**src/rtl/mac_pkg.sv**
```systemverilog
// Shared constants, state encoding and saturation limits for the MAC accumulator datapath.
package mac_pkg;

  localparam int M     = 26;
  localparam int N     = 14;
  localparam int P     = M + N;
  localparam int LEN   = 16;
  localparam int ACC_W = 48;
  localparam int SHIFT = 16;
  localparam int OUT_W = 24;
  localparam int CNT_W = $clog2(LEN);

  typedef enum logic {
    ACCUM = 1'b0,
    HOLD  = 1'b1
  } mac_state_t;

  localparam logic [OUT_W-1:0] SAT_MAX = {1'b0, {(OUT_W-1){1'b1}}};
  localparam logic [OUT_W-1:0] SAT_MIN = {1'b1, {(OUT_W-1){1'b0}}};

endpackage

```
**src/rtl/mac_round_sat.sv**
```systemverilog
// Combinational round / arithmetic-shift / saturate from the ACC_W sum to OUT_W signed.
// Build option MAC_ACC_ROUND_EN: round-half-up; otherwise plain floor truncation.
module mac_round_sat
  import mac_pkg::*;
(
  input  logic [ACC_W-1:0] i_sum,
  output logic [OUT_W-1:0] o_data,
  output logic             o_sat
);

  logic signed [ACC_W:0] w_r;
  logic signed [ACC_W:0] w_q;
  logic                  w_in_range;

`ifdef MAC_ACC_ROUND_EN
  localparam logic signed [ACC_W:0] ROUND_K = (ACC_W+1)'(1) << (SHIFT-1);
  assign w_r = $signed({i_sum[ACC_W-1], i_sum}) + ROUND_K;
`else
  assign w_r = $signed({i_sum[ACC_W-1], i_sum});
`endif

  assign w_q = w_r >>> SHIFT;

  // q fits when every bit above the OUT_W sign bit equals that sign bit
  assign w_in_range = (&w_q[ACC_W:OUT_W-1]) | ~(|w_q[ACC_W:OUT_W-1]);

  always_comb begin
    o_data = w_q[OUT_W-1:0];
    o_sat  = 1'b0;
    if (!w_in_range) begin
      o_sat  = 1'b1;
      o_data = w_q[ACC_W] ? SAT_MIN : SAT_MAX;
    end
  end

endmodule

```
**src/rtl/mac_accumulator.sv**
```systemverilog
// Accumulates LEN signed products per block, then presents the rounded/saturated sum on valid/ready.
// Rounding is selected by build option MAC_ACC_ROUND_EN (default: truncation).
//   state | meaning
//   ACCUM | taking products, in_ready=1
//   HOLD  | result presented, in_ready=0, waiting for out_ready
module mac_accumulator
  import mac_pkg::*;
(
  input  logic             clk,
  input  logic             rst,
  input  logic             clear,
  input  logic             in_valid,
  output logic             in_ready,
  input  logic [P-1:0]     product,
  output logic             out_valid,
  input  logic             out_ready,
  output logic [OUT_W-1:0] out_data,
  output logic             out_sat
);

  mac_state_t       r_state;
  mac_state_t       w_state_next;
  logic [ACC_W-1:0] r_acc;
  logic [CNT_W-1:0] r_cnt;
  logic [OUT_W-1:0] r_out_data;
  logic             r_out_sat;

  logic [ACC_W-1:0] w_prod_ext;
  logic [ACC_W-1:0] w_sum;
  logic             w_accept;
  logic             w_last;
  logic [OUT_W-1:0] w_rs_data;
  logic             w_rs_sat;

  assign in_ready   = (r_state == ACCUM);
  assign out_valid  = (r_state == HOLD);
  assign out_data   = r_out_data;
  assign out_sat    = r_out_sat;

  assign w_prod_ext = {{(ACC_W-P){product[P-1]}}, product};
  assign w_sum      = r_acc + w_prod_ext;
  assign w_accept   = in_valid & in_ready;
  assign w_last     = w_accept & (r_cnt == CNT_W'(LEN-1));

  // final result is taken from acc+product so the last product needs no extra cycle
  mac_round_sat u_round_sat (
    .i_sum  (w_sum),
    .o_data (w_rs_data),
    .o_sat  (w_rs_sat)
  );

  always_comb begin
    w_state_next = r_state;
    unique case (r_state)
      ACCUM: if (w_last) w_state_next = HOLD;
      HOLD:  if (out_ready) w_state_next = ACCUM;
      default: w_state_next = ACCUM;
    endcase
    if (clear) w_state_next = ACCUM;
  end

  always_ff @(posedge clk) begin
    if (rst) begin
      r_state <= ACCUM;
    end else begin
      r_state <= w_state_next;
    end
  end

  always_ff @(posedge clk) begin
    if (rst) begin
      r_acc      <= '0;
      r_cnt      <= '0;
      r_out_data <= '0;
      r_out_sat  <= 1'b0;
    end else if (clear) begin
      r_acc <= '0;
      r_cnt <= '0;
    end else if (w_last) begin
      r_acc      <= '0;
      r_cnt      <= '0;
      r_out_data <= w_rs_data;
      r_out_sat  <= w_rs_sat;
    end else if (w_accept) begin
      r_acc <= w_sum;
      r_cnt <= r_cnt + CNT_W'(1);
    end
  end

endmodule
```
**config.mk**
```make
export PLATFORM = sky130hd
export DESIGN_NAME = mac_accumulator
export DESIGN_NICKNAME = d
export VERILOG_FILES = /design/src/rtl/mac_pkg.sv /design/src/rtl/mac_round_sat.sv /design/src/rtl/mac_accumulator.sv
export SDC_FILE = /design/constraint.sdc
export NUM_CORES = 1
export LEC_CHECK = 0
export BUFFER_PORTS_ARGS = -buffer_cell sky130_fd_sc_hd__buf_4
export CAP_MARGIN = 30
export CORE_MARGIN = 3
export CORE_UTILIZATION = 35
export CTS_CLUSTER_DIAMETER = 50
export DETAILED_ROUTE_END_ITERATION = 7
export GPL_TIMING_DRIVEN = 1
export SYNTH_ARGS = -nofsm -noshare
export SYNTH_HDL_FRONTEND = slang
export SYNTH_SLANG_ARGS = --single-unit
```
**constraint.sdc**
```tcl
create_clock -name clk -period 10.5 [get_ports clk]
set_input_delay 1.05 -clock clk [delete_from_list [all_inputs] [get_ports clk]]
set_output_delay 1.05 -clock clk [all_outputs]
set_load 0.02 [all_outputs]
```
==> results of run 1 <==
[report_power, final]
group          switching (mW)  total (mW)  internal (mW)
registers             0.00474       0.309          0.304
clock network           0.132       0.331          0.199
logic                   0.116       0.188         0.0722
[worst paths after layout]
path,end,slack (ps),depth (start not counted)
max,out_data[4],5470,13
min reg2reg,out_data[23],460,2
min,out_data[23],460,2
max reg2reg,out_data[4],5970,12
[tightest hold or removal path, delay by kind of cell, from the launching register on]
family,cells,cell delay (ps)
flops,1,310
compound gates,1,50
simple gates,1,50
[Yosys cell counts (3+ instances only)]
library cell / number
nand2_1: 111
a21oi_1: 104
nor2_1: 84
dfxtp_1: 78
ha_1: 48
clkbuf_1: 41
o21ai_0: 35
xnor2_1: 25
a2111oi_0: 24
xor2_1: 22
nand3_1: 21
nand4_1: 17
inv_1: 15
o21bai_1: 12
a21o_1: 11
nor2b_1: 11
nor3_1: 11
a211oi_1: 9
and3_1: 9
a31oi_1: 7
o21a_1: 7
o31ai_1: 6
buf_1: 4
nor4_1: 4
a311oi_1: 3
and4_1: 3
nor3b_1: 3
o2111ai_1: 3
o211ai_1: 3
[state kept, by name, summed over array words and instances (netlist names)]
| name | cells |
|---|---|
| r_acc | 48 |
| out_data | 24 |
| r_cnt | 4 |
| out_sat | 1 |
| out_valid | 1 |
[cell families (layout without fill, tap and decap cells)]
| kind of cell | count (synthesis) | after routing | share of synthesized area [%] |
|---|---|---|---|
| flip-flops | 78 | 78 | 27.3 |
| adder cells (fa/ha/maj) | 49 | 49 | 10.9 |
| AO/OA/AOI/OAI | 248 | 248 | 28.0 |
| multiplexers | 1 | 1 | 0.175 |
| buffers and inverters | 62 | 107 | 4.20 |
| XOR/XNOR | 47 | 47 | 7.20 |
| AND/OR/NAND/NOR | 284 | 284 | 22.2 |
[final cells by class]
| class | count | share of cell area [%] |
|---|---|---|
| Multi-Input combinational cell | 629 | 58.4 |
| Tap cell | 216 | 4.03 |
| Inverter | 15 | 0.839 |
| Clock buffer | 11 | 3.77 |
| Timing Repair Buffer | 76 | 8.69 |
| Clock inverter | 5 | 0.951 |
| Sequential cell | 78 | 23.3 |
[per-stage QoR]
stage	total power, mW	instances	utilization, %	area, sq um	hold slack [ps]
after detailed placement	0.502	1014	40.1	6390	451
after global placement	0.502	1013	40.0	6370	443
after global routing	0.870	1030	42.1	6710	475
after floorplan	0.448	769	-	5720	436
after CTS	0.837	1030	42.1	6710	458
final	0.829	1030	42.1	6710	456
[cell usage in the layout (no fill, tap or decap), drive strengths merged, types with 3 or more instances in the layout]
cell and instances:
nand2 111, a21oi 105, nor2 84, dfxtp 78
buf 76, ha 48, o21ai 36, xnor2 25
a2111oi 24, xor2 22, nand3 21, nand4 17
inv 17, o21bai 12, a21o 11, nor3 11
nor2b 11, clkbuf 11, and3 9, a211oi 9
o21a 7, a31oi 7, o31ai 7, nor4 4
o211ai 3, a311oi 3, and4 3, nor3b 3
o2111ai 3, a221oi 3, or4 3
[metal layers]
metal  track usage [%]  vias to the layer above  part of all wire (%)
li1                  -                     2878                     -
met1              26.5                     2580                    49
met5                 0                        -                     0
met3              3.86                       13                   4.8
met2              29.0                      120                    45
met4              5.09                        0                   1.2
==> out/results.tsv, run 1 <==
metric	value	unit
run_status	completed	
vias	5591	
dieArea	17900	sq um
hold_violations	0	
grt_overflow	0	
grt_setup_unrepaired	no	
async_flop_share	0	%
avgSynthCellArea	7.43	sq um
cp_top_family	compound AO/OA/AOI/OAI gates	
synth_edf_count	0	
holdBufCountCts	0	
max_stage_delay	830	ps
coreArea	15900	sq um
synth_top_cell_by_area	dfxtp_1	
p_per_area	124	nW/um^2
synth_cell_types	57	
grt_pass1_vias	5317	
viasPerCell	5.43	
antenna_found_initial	0	
route.detailed.drc	0	
setup_viol	0	
place_congestion	0.901	
h-tree-depth	3	
setup.worst_path.start_class	primary input	
finalMaxSlewViolations	0	
wl_per_cell	16.1	microns
dieWidth	134	microns
ys_warn_count	0	
syn_to_final_growth	17.4	%
syn_nets	863	
hold_path_class	reg2reg	
p_leak	2.73	nW
rr_startpoint	r_acc[0]	
dp_worst_setup_slack	5110	ps
cp_slowest_cell	o31ai_4	
clkLatencyLatePin	350	ps
maxCapViolations	0	
crit_buf_inv	1	
cp.arrival	5200	ps
nNetsFinal	903	
antennaDiodeCount	0	
grt_pass1_wl	27100	microns
endpoint_kind	flip-flop	
yosysSeqAreaShare	27.3	%
dp_hpwl	12500	microns
clk_pin_slew	60	ps
drt_iter0_markers	358	
multiInputGateArea	3920	sq um
grt_start_max_net_pins	69	
syn_inst	769	
io_pins	72	
crit_type	in2reg	
synth.top_cell.area_share	27.3	%
cts_sinks	78	
grt_use_total	18.7	%
clock_path_buffers	2	
peakVddDrop	94.7	uV
period_minus_slack	5030	ps
synth_area_leaders	dfxtp_1 27%, ha_1 11%, a21oi_1 9.1%, nand2_1 7.3%, nor2_1 5.5%	
cts-resized-gates	0	
timing.fmax	199	MHz
finalSetupTns	0	ps
fin_ws	5470	ps
cts_buffers	9	
synth_area	5720	sq um
synth_seq_cells	78	
io_buffers	71	
start_util	35.8	%
min-delay-start	out_data[23]	
drt-total-wl	16600	microns
fin_crit_sh	47.9	%
cp_data_required_time	10670	ps
dr.pass1.iters	5	
die_h	134	microns
postCtsSetupBuffers	0	
path_cells	buf_4 > ha_1 > fa_1 > a21o_1 > a221oi_2 > o21ai_2 > a2111o_1 > a21oi_2 > o31ai_1 > xor2_1 > or4_4 > o31ai_4 > a2111oi_0	
critPathLaunch	product[0]	
clock-root-buffer	clkbuf_16	
ff_latch_area	1560	sq um
crit_fanout	23	
fillers	1699	
drive_above_1_share	12.8	%
ys.flop_type	dfxtp_1	
cts_tree	yes	
slew_headroom	37.7	%
finClkSkew	8.55	ps
ant_nets	0	
placementRows	46	
worst_pin_slew	934	ps
Note: power is estimated with default switching activity, not from simulation.
==> run 2, diff against run 1 <==
Clock period 10.5 ns to 4.85 ns, I/O delays scaled along.
==> out/results.tsv, run 2 (synthesized netlist as in run 1, its figures left out) <==
metric	value	unit	change
run_status	completed		
viasPerCell	5.54		+2.0%
cp.arrival	4330	ps	-870 ps
finClkSkew	4.57	ps	-3.98 ps
finalMaxSlewViolations	0		unchanged
vias	5716		+2.2%
total_power	1.78	mW	+110%
final_cell_mix	109 x nand2_1, 104 x a21oi_1, 84 x nor2_1, 78 x dfxtp_1, 77 x buf_4		
peakVddDrop	191	uV	+100%
io_pins	72		unchanged
place_congestion	0.896		-0.55%
syn_to_final_growth	17.5	%	about the same
top_register	r_acc		
timing.fmax	243	MHz	
hold_path_class	in2reg		
route.detailed.drc	0		unchanged
grt_use_total	18.7	%	about the same
largest_reg_flops	48		unchanged
dr.pass1.iters	5		unchanged
crit_fanout	23		unchanged
start_util	35.8	%	unchanged
antennaDiodeCount	0		unchanged
crit_type	reg2reg		
dp_hpwl	12400	microns	-0.37%
cts_buffers	9		unchanged
clk_pin_slew	60	ps	about the same
postCtsSetupBuffers	0		unchanged
fillers	1683		-0.94%
period_minus_slack	4120	ps	
p_per_area	265	nW/um^2	+110%
dpl_cell_area	6410	sq um	+0.23%
endpoint_kind	flip-flop		
dp_worst_setup_slack	456	ps	-4660 ps
setup.worst_path.start_class	flip-flop		
grt_pass1_vias	5388		+1.3%
cts_tree	yes		
drt_iter0_markers	404		+13%
p_leak	2.73	nW	+0.22%
drt-total-wl	16700	microns	+0.29%
hold_violations	0		unchanged
grtUsageMet1	25.9	%	-0.52 points
grt_overflow	0		unchanged
stdcell_area	6720	sq um	about the same
holdBufCountCts	0		unchanged
wl_per_cell	16.1	microns	about the same
io_buffers	71		unchanged
drive_above_1_share	13.0	%	+0.21 points
nNetsFinal	905		+0.22%
fin_ws	732	ps	-4730 ps
grt_pass1_wl	27300	microns	+0.69%
multiInputGateArea	3920	sq um	unchanged
h-tree-depth	3		unchanged
setup_viol	0		unchanged
fin_crit_sh	84.9	%	
clkLatencyLatePin	350	ps	about the same
cts-resized-gates	0		unchanged
grt_setup_unrepaired	no		
top_usage_layer	met2		
ant_nets	0		unchanged
dieWidth	134	microns	unchanged
clock_path_buffers	2		unchanged
maxCapViolations	0		unchanged
cp_data_required_time	5060	ps	-5610 ps
finalSetupTns	0	ps	unchanged
antenna_found_initial	0		unchanged
clock-root-buffer	clkbuf_16		
coreArea	15900	sq um	unchanged
dieArea	17900	sq um	unchanged
met2_usage	29.7	%	+0.70 points
ff_latch_area	1560	sq um	unchanged
use_met3	3.53	%	-0.34 points
final_common_cell	nand2_1		
cts_sinks	78		unchanged
die_h	134	microns	unchanged
slew_headroom	53.6	%	+16 points
worst_pin_slew	696	ps	-239 ps
placementRows	46		unchanged
grt_start_max_net_pins	69		unchanged
run 2: where the power goes:
| part | switching, mW | total (mW) | internal [mW] |
|---|---|---|---|
| logic | 0.252 | 0.409 | 0.157 |
| clock network | 0.287 | 0.703 | 0.415 |
| registers | 0.0103 | 0.669 | 0.659 |
| total | 0.550 | 1.78 | 1.23 |
run 2: final timing paths:
| check | from | endpoint | cells after the start | slack (ps) |
|---|---|---|---|---|
| setup / recovery | r_acc[0] | out_data[4] | 13 | 730 |
| hold / removal | clear | r_cnt[2] | 2 | 320 |
| setup reg to reg | r_acc[0] | out_data[4] | 13 | 730 |
| hold reg to reg | out_data[23] | out_data[23] | 2 | 450 |
run 2: through the flow:
stage / hold WS (ps) / std cells / utilization (%)
after floorplan: 436 / 769 / -
after global placement: 445 / 1015 / 40.1
after detailed placement: 450 / 1016 / 40.2
after CTS: 313 / 1032 / 42.1
after global routing: 324 / 1032 / 42.1
final: 325 / 1032 / 42.1
run 2: layout make-up:
type | count | share of cell area (%)
tap | 216 | 4.02
timing repair buffer | 78 | 8.91
inverter | 15 | 0.838
clock inverter | 6 | 1.02
sequential | 78 | 23.3
clock buffer | 10 | 3.56
multi-input combinational | 629 | 58.4
run 2: routing by layer:
layer  up-vias  wire length [microns]
met1      2667                   8260
met4         0                    249
met3        18                    735
met5         -                      0
li1       2885                      -
met2       146                   7410
run 2: worst max-delay path, stage by stage (launching register included):
cell and delay [ps]:
dfxtp_1 310, ha_1 200, fa_1 400, a21o_1 190, a221oi_2 370, o21ai_2 170
a2111o_1 480, a21oi_2 260, o31ai_1 120, xor2_1 180, or4_4 570, o31ai_4 250
buf_4 290, a2111oi_0 160
==> run 3, diff against run 2 <==
Settings changed: ABC_AREA from default to 1.
Clock period 4.85 ns to 4.05 ns, I/O delays scaled along.
==> out/results.tsv, run 3 <==
metric	value	unit	change
grt_start_max_net_pins	50		-28%
crit_fanout	24		+4.3%
top_register	r_acc		
maxCapViolations	0		unchanged
io_pins	72		unchanged
cts_buffers	9		unchanged
run_status	completed		
synth_area_leaders	dfxtp_1 23%, nand2_1 18%, inv_1 10%, ha_1 8.7%, nor2_1 8.0%		
holdBufCountCts	0		unchanged
cp_slowest_cell	fa_1		
clock-root-buffer	clkbuf_16		
endpoint_kind	flip-flop		
grt_overflow	0		unchanged
fin_crit_sh	74.9	%	-10 points
grt_pass1_vias	6241		+16%
dieWidth	146	microns	+9.2%
max_stage_delay	410	ps	-160 ps
path_cells	ha_1 > fa_1 > nand2_1 > nand2_1 > nand3_1 > nand2_1 > nand2_1 > nand2_1 > nand2_1 > nand4_1 > nand2_1 > nand2_1 > nor2_1 > nand3_1 > nand2_4 > nand2_1 > a21oi_1		
io_buffers	71		unchanged
crit_type	reg2reg		
grt_use_total	18.0	%	-0.70 points
setup_viol	0		unchanged
placementRows	50		+8.7%
ff_latch_area	1560	sq um	unchanged
cts_tree	yes		
vias	6858		+20%
dp_worst_setup_slack	823	ps	+367 ps
finalMaxSlewViolations	0		unchanged
start_util	36.1	%	+0.28 points
place_congestion	0.909		+1.4%
p_sw	0.763	mW	+39%
p_int	1.42	mW	+15%
setup.worst_path.start_class	flip-flop		
syn_nets	1240		+44%
dp_cells	1459		+44%
fin_ws	1020	ps	+284 ps
timing.fmax	330	MHz	+36%
peakVddDrop	133	uV	-30%
ys.flop_type	dfxtp_1		
largest_reg_flops	48		unchanged
swShare	35.0	%	+4.2 points
holdPathEnd	out_data[23]		
drt_iter0_markers	382		-5.4%
route.detailed.drc	0		unchanged
coreArea	19000	sq um	+19%
synthMostInstantiatedCell	nand2_1		
multiInputGateArea	4410	sq um	+12%
grt_setup_unrepaired	no		
cts-resized-gates	0		unchanged
die_h	146	microns	+9.2%
dp_hpwl	15400	microns	+24%
clkLatencyLatePin	350	ps	about the same
syn_inst	1146		+49%
fin_hold_ws	245	ps	-80.0 ps
viasPerCell	4.65		-16%
clkPwrFrac	36.1	%	-3.4 points
postCtsSetupBuffers	0		unchanged
period_minus_slack	3030	ps	-1080 ps
pwr-share-comb	26.9	%	+3.9 points
antennaDiodeCount	0		unchanged
seqPwrFrac	37.0	%	-0.6 points
reg2reg_depth	17		+4
final_common_cell	nand2_1		
r2r_slack	1020	ps	+280 ps
drive_above_1_share	16.4	%	+3.4 points
syn_to_final_growth	15.4	%	
grt_pass1_wl	31400	microns	+15%
total_power	2.18	mW	+22%
hold_violations	0		unchanged
synth_edf_count	0		unchanged
nNetsFinal	1304		+44%
worst_pin_slew	794	ps	+98.3 ps
whs_path_depth	2		unchanged
async_flop_share	0	%	unchanged
finalSetupTns	0	ps	unchanged
clock_path_buffers	2		unchanged
hold_path_class	in2reg		
clk_pin_slew	70	ps	about the same
yosysSeqAreaShare	22.7	%	-4.6 points
final_cell_mix	329 x nand2_1, 186 x inv_1, 147 x nor2_1, 78 x dfxtp_1, 77 x buf_4		
drt-total-wl	19200	microns	+15%
min-delay-start	rst		
finalNonFillerCells	1475		+43%
synth.top_cell.area_share	22.7	%	-4.6 points
synth_cell_types	37		-35%
rr_startpoint	r_acc[0]		
finClkSkew	11.4	ps	+6.82 ps
dr.pass1.iters	5		unchanged
antenna_found_initial	0		unchanged
cp_common_cell	nand2_1		
synth_seq_cells	78		unchanged
h-tree-depth	3		unchanged
synth_commonest_cells	329 x nand2_1, 186 x inv_1, 147 x nor2_1		
avgSynthCellArea	6.00	sq um	-19%
dieArea	21400	sq um	+19%
cp.arrival	3310	ps	-1020 ps
cp_data_required_time	4330	ps	-730 ps
r2r_end	out_data[0]		
cts_sinks	78		unchanged
slew_headroom	46.9	%	-6.7 points
synth_top_cell_by_area	dfxtp_1		
p_per_area	275	nW/um^2	+3.6%
ys_warn_count	0		unchanged
wl_per_cell	13.0	microns	-19%
synth_area	6870	sq um	+20%
ant_nets	0		unchanged
fillers	2130		+27%
p_leak	4.34	nW	+59%
[run 3: cell count changes after synthesis, moves of 24 or more]
| cell | previous run | this run |
|---|---|---|
| nand2_2 | 0 | 29 |
| o21ai_0 | 35 | 72 |
| a21oi_1 | 104 | 48 |
| inv_1 | 15 | 186 |
| nor2_1 | 84 | 147 |
| a2111oi_0 | 24 | 0 |
| nand2_1 | 111 | 329 |
[run 3: routing by layer]
| layer | global-route usage [%] | share of wire (%) | wire length [microns] | vias to the layer above |
|---|---|---|---|---|
| met5 | 0 | 0 | 0 | - |
| met4 | 7.10 | 3.0 | 571 | 0 |
| met3 | 2.17 | 4.1 | 783 | 33 |
| met2 | 27.8 | 43 | 8170 | 152 |
| met1 | 25.5 | 50 | 9660 | 3003 |
| li1 | - | - | - | 3670 |
[run 3: cell families after synthesis]
family | Yosys count | share of synthesized area, %
simple gates | 590 | 36.7
buf+inv | 230 | 13.1
flops | 78 | 22.7
fa+ha+maj | 49 | 9.03
xor+xnor | 40 | 5.10
compound gates | 159 | 13.3
[run 3: power groups by stage]
| stage | registers (mW) | clock network, mW | logic, mW |
|---|---|---|---|
| 2_1_floorplan | 0.820 | 0 | 0.421 |
| 3_3_place_gp | 0.823 | 0 | 0.583 |
| 4_1_cts | 0.806 | 0.810 | 0.586 |
| 3_5_place_dp | 0.824 | 0 | 0.583 |
| 5_1_grt | 0.809 | 0.837 | 0.667 |
| 6_report | 0.806 | 0.786 | 0.586 |
[run 3: cell type report]
type                            count  share of cell area, %
Multi-Input combinational cell    838                   55.6
Sequential cell                    78                   19.7
Inverter                          206                   9.75
Timing Repair Buffer               77                   7.29
Tap cell                          260                   4.10
Clock buffer                        9                   2.84
Clock inverter                      7                  0.710
[run 3: through the flow]
stage / cell area (sq um) / util, %
2_1_floorplan: 6870 / -
3_3_place_gp: 7650 / 40.2
3_5_place_dp: 7650 / 40.2
4_1_cts: 7930 / 41.7
5_1_grt: 7930 / 41.7
6_report: 7930 / 41.7
[run 3: worst max path at each step]
stage,startpoint,endpoint,depth (start not counted)
6_report,r_acc[0],out_data[0],17
2_1_floorplan,product[0],out_data[10],17
3_5_place_dp,product[0],out_data[0],18
3_3_place_gp,product[0],out_data[3],18
5_1_grt,r_acc[0],out_data[3],17
4_1_cts,r_acc[0],out_data[0],17
[run 3: worst max-delay path: cells and delay by family (launching register included)]
kind | cells | cell delay, ps
AO/OA/AOI/OAI | 1 | 130
adder cells (fa/ha/maj) | 2 | 610
flip-flops | 1 | 310
AND/OR/NAND/NOR | 14 | 1900
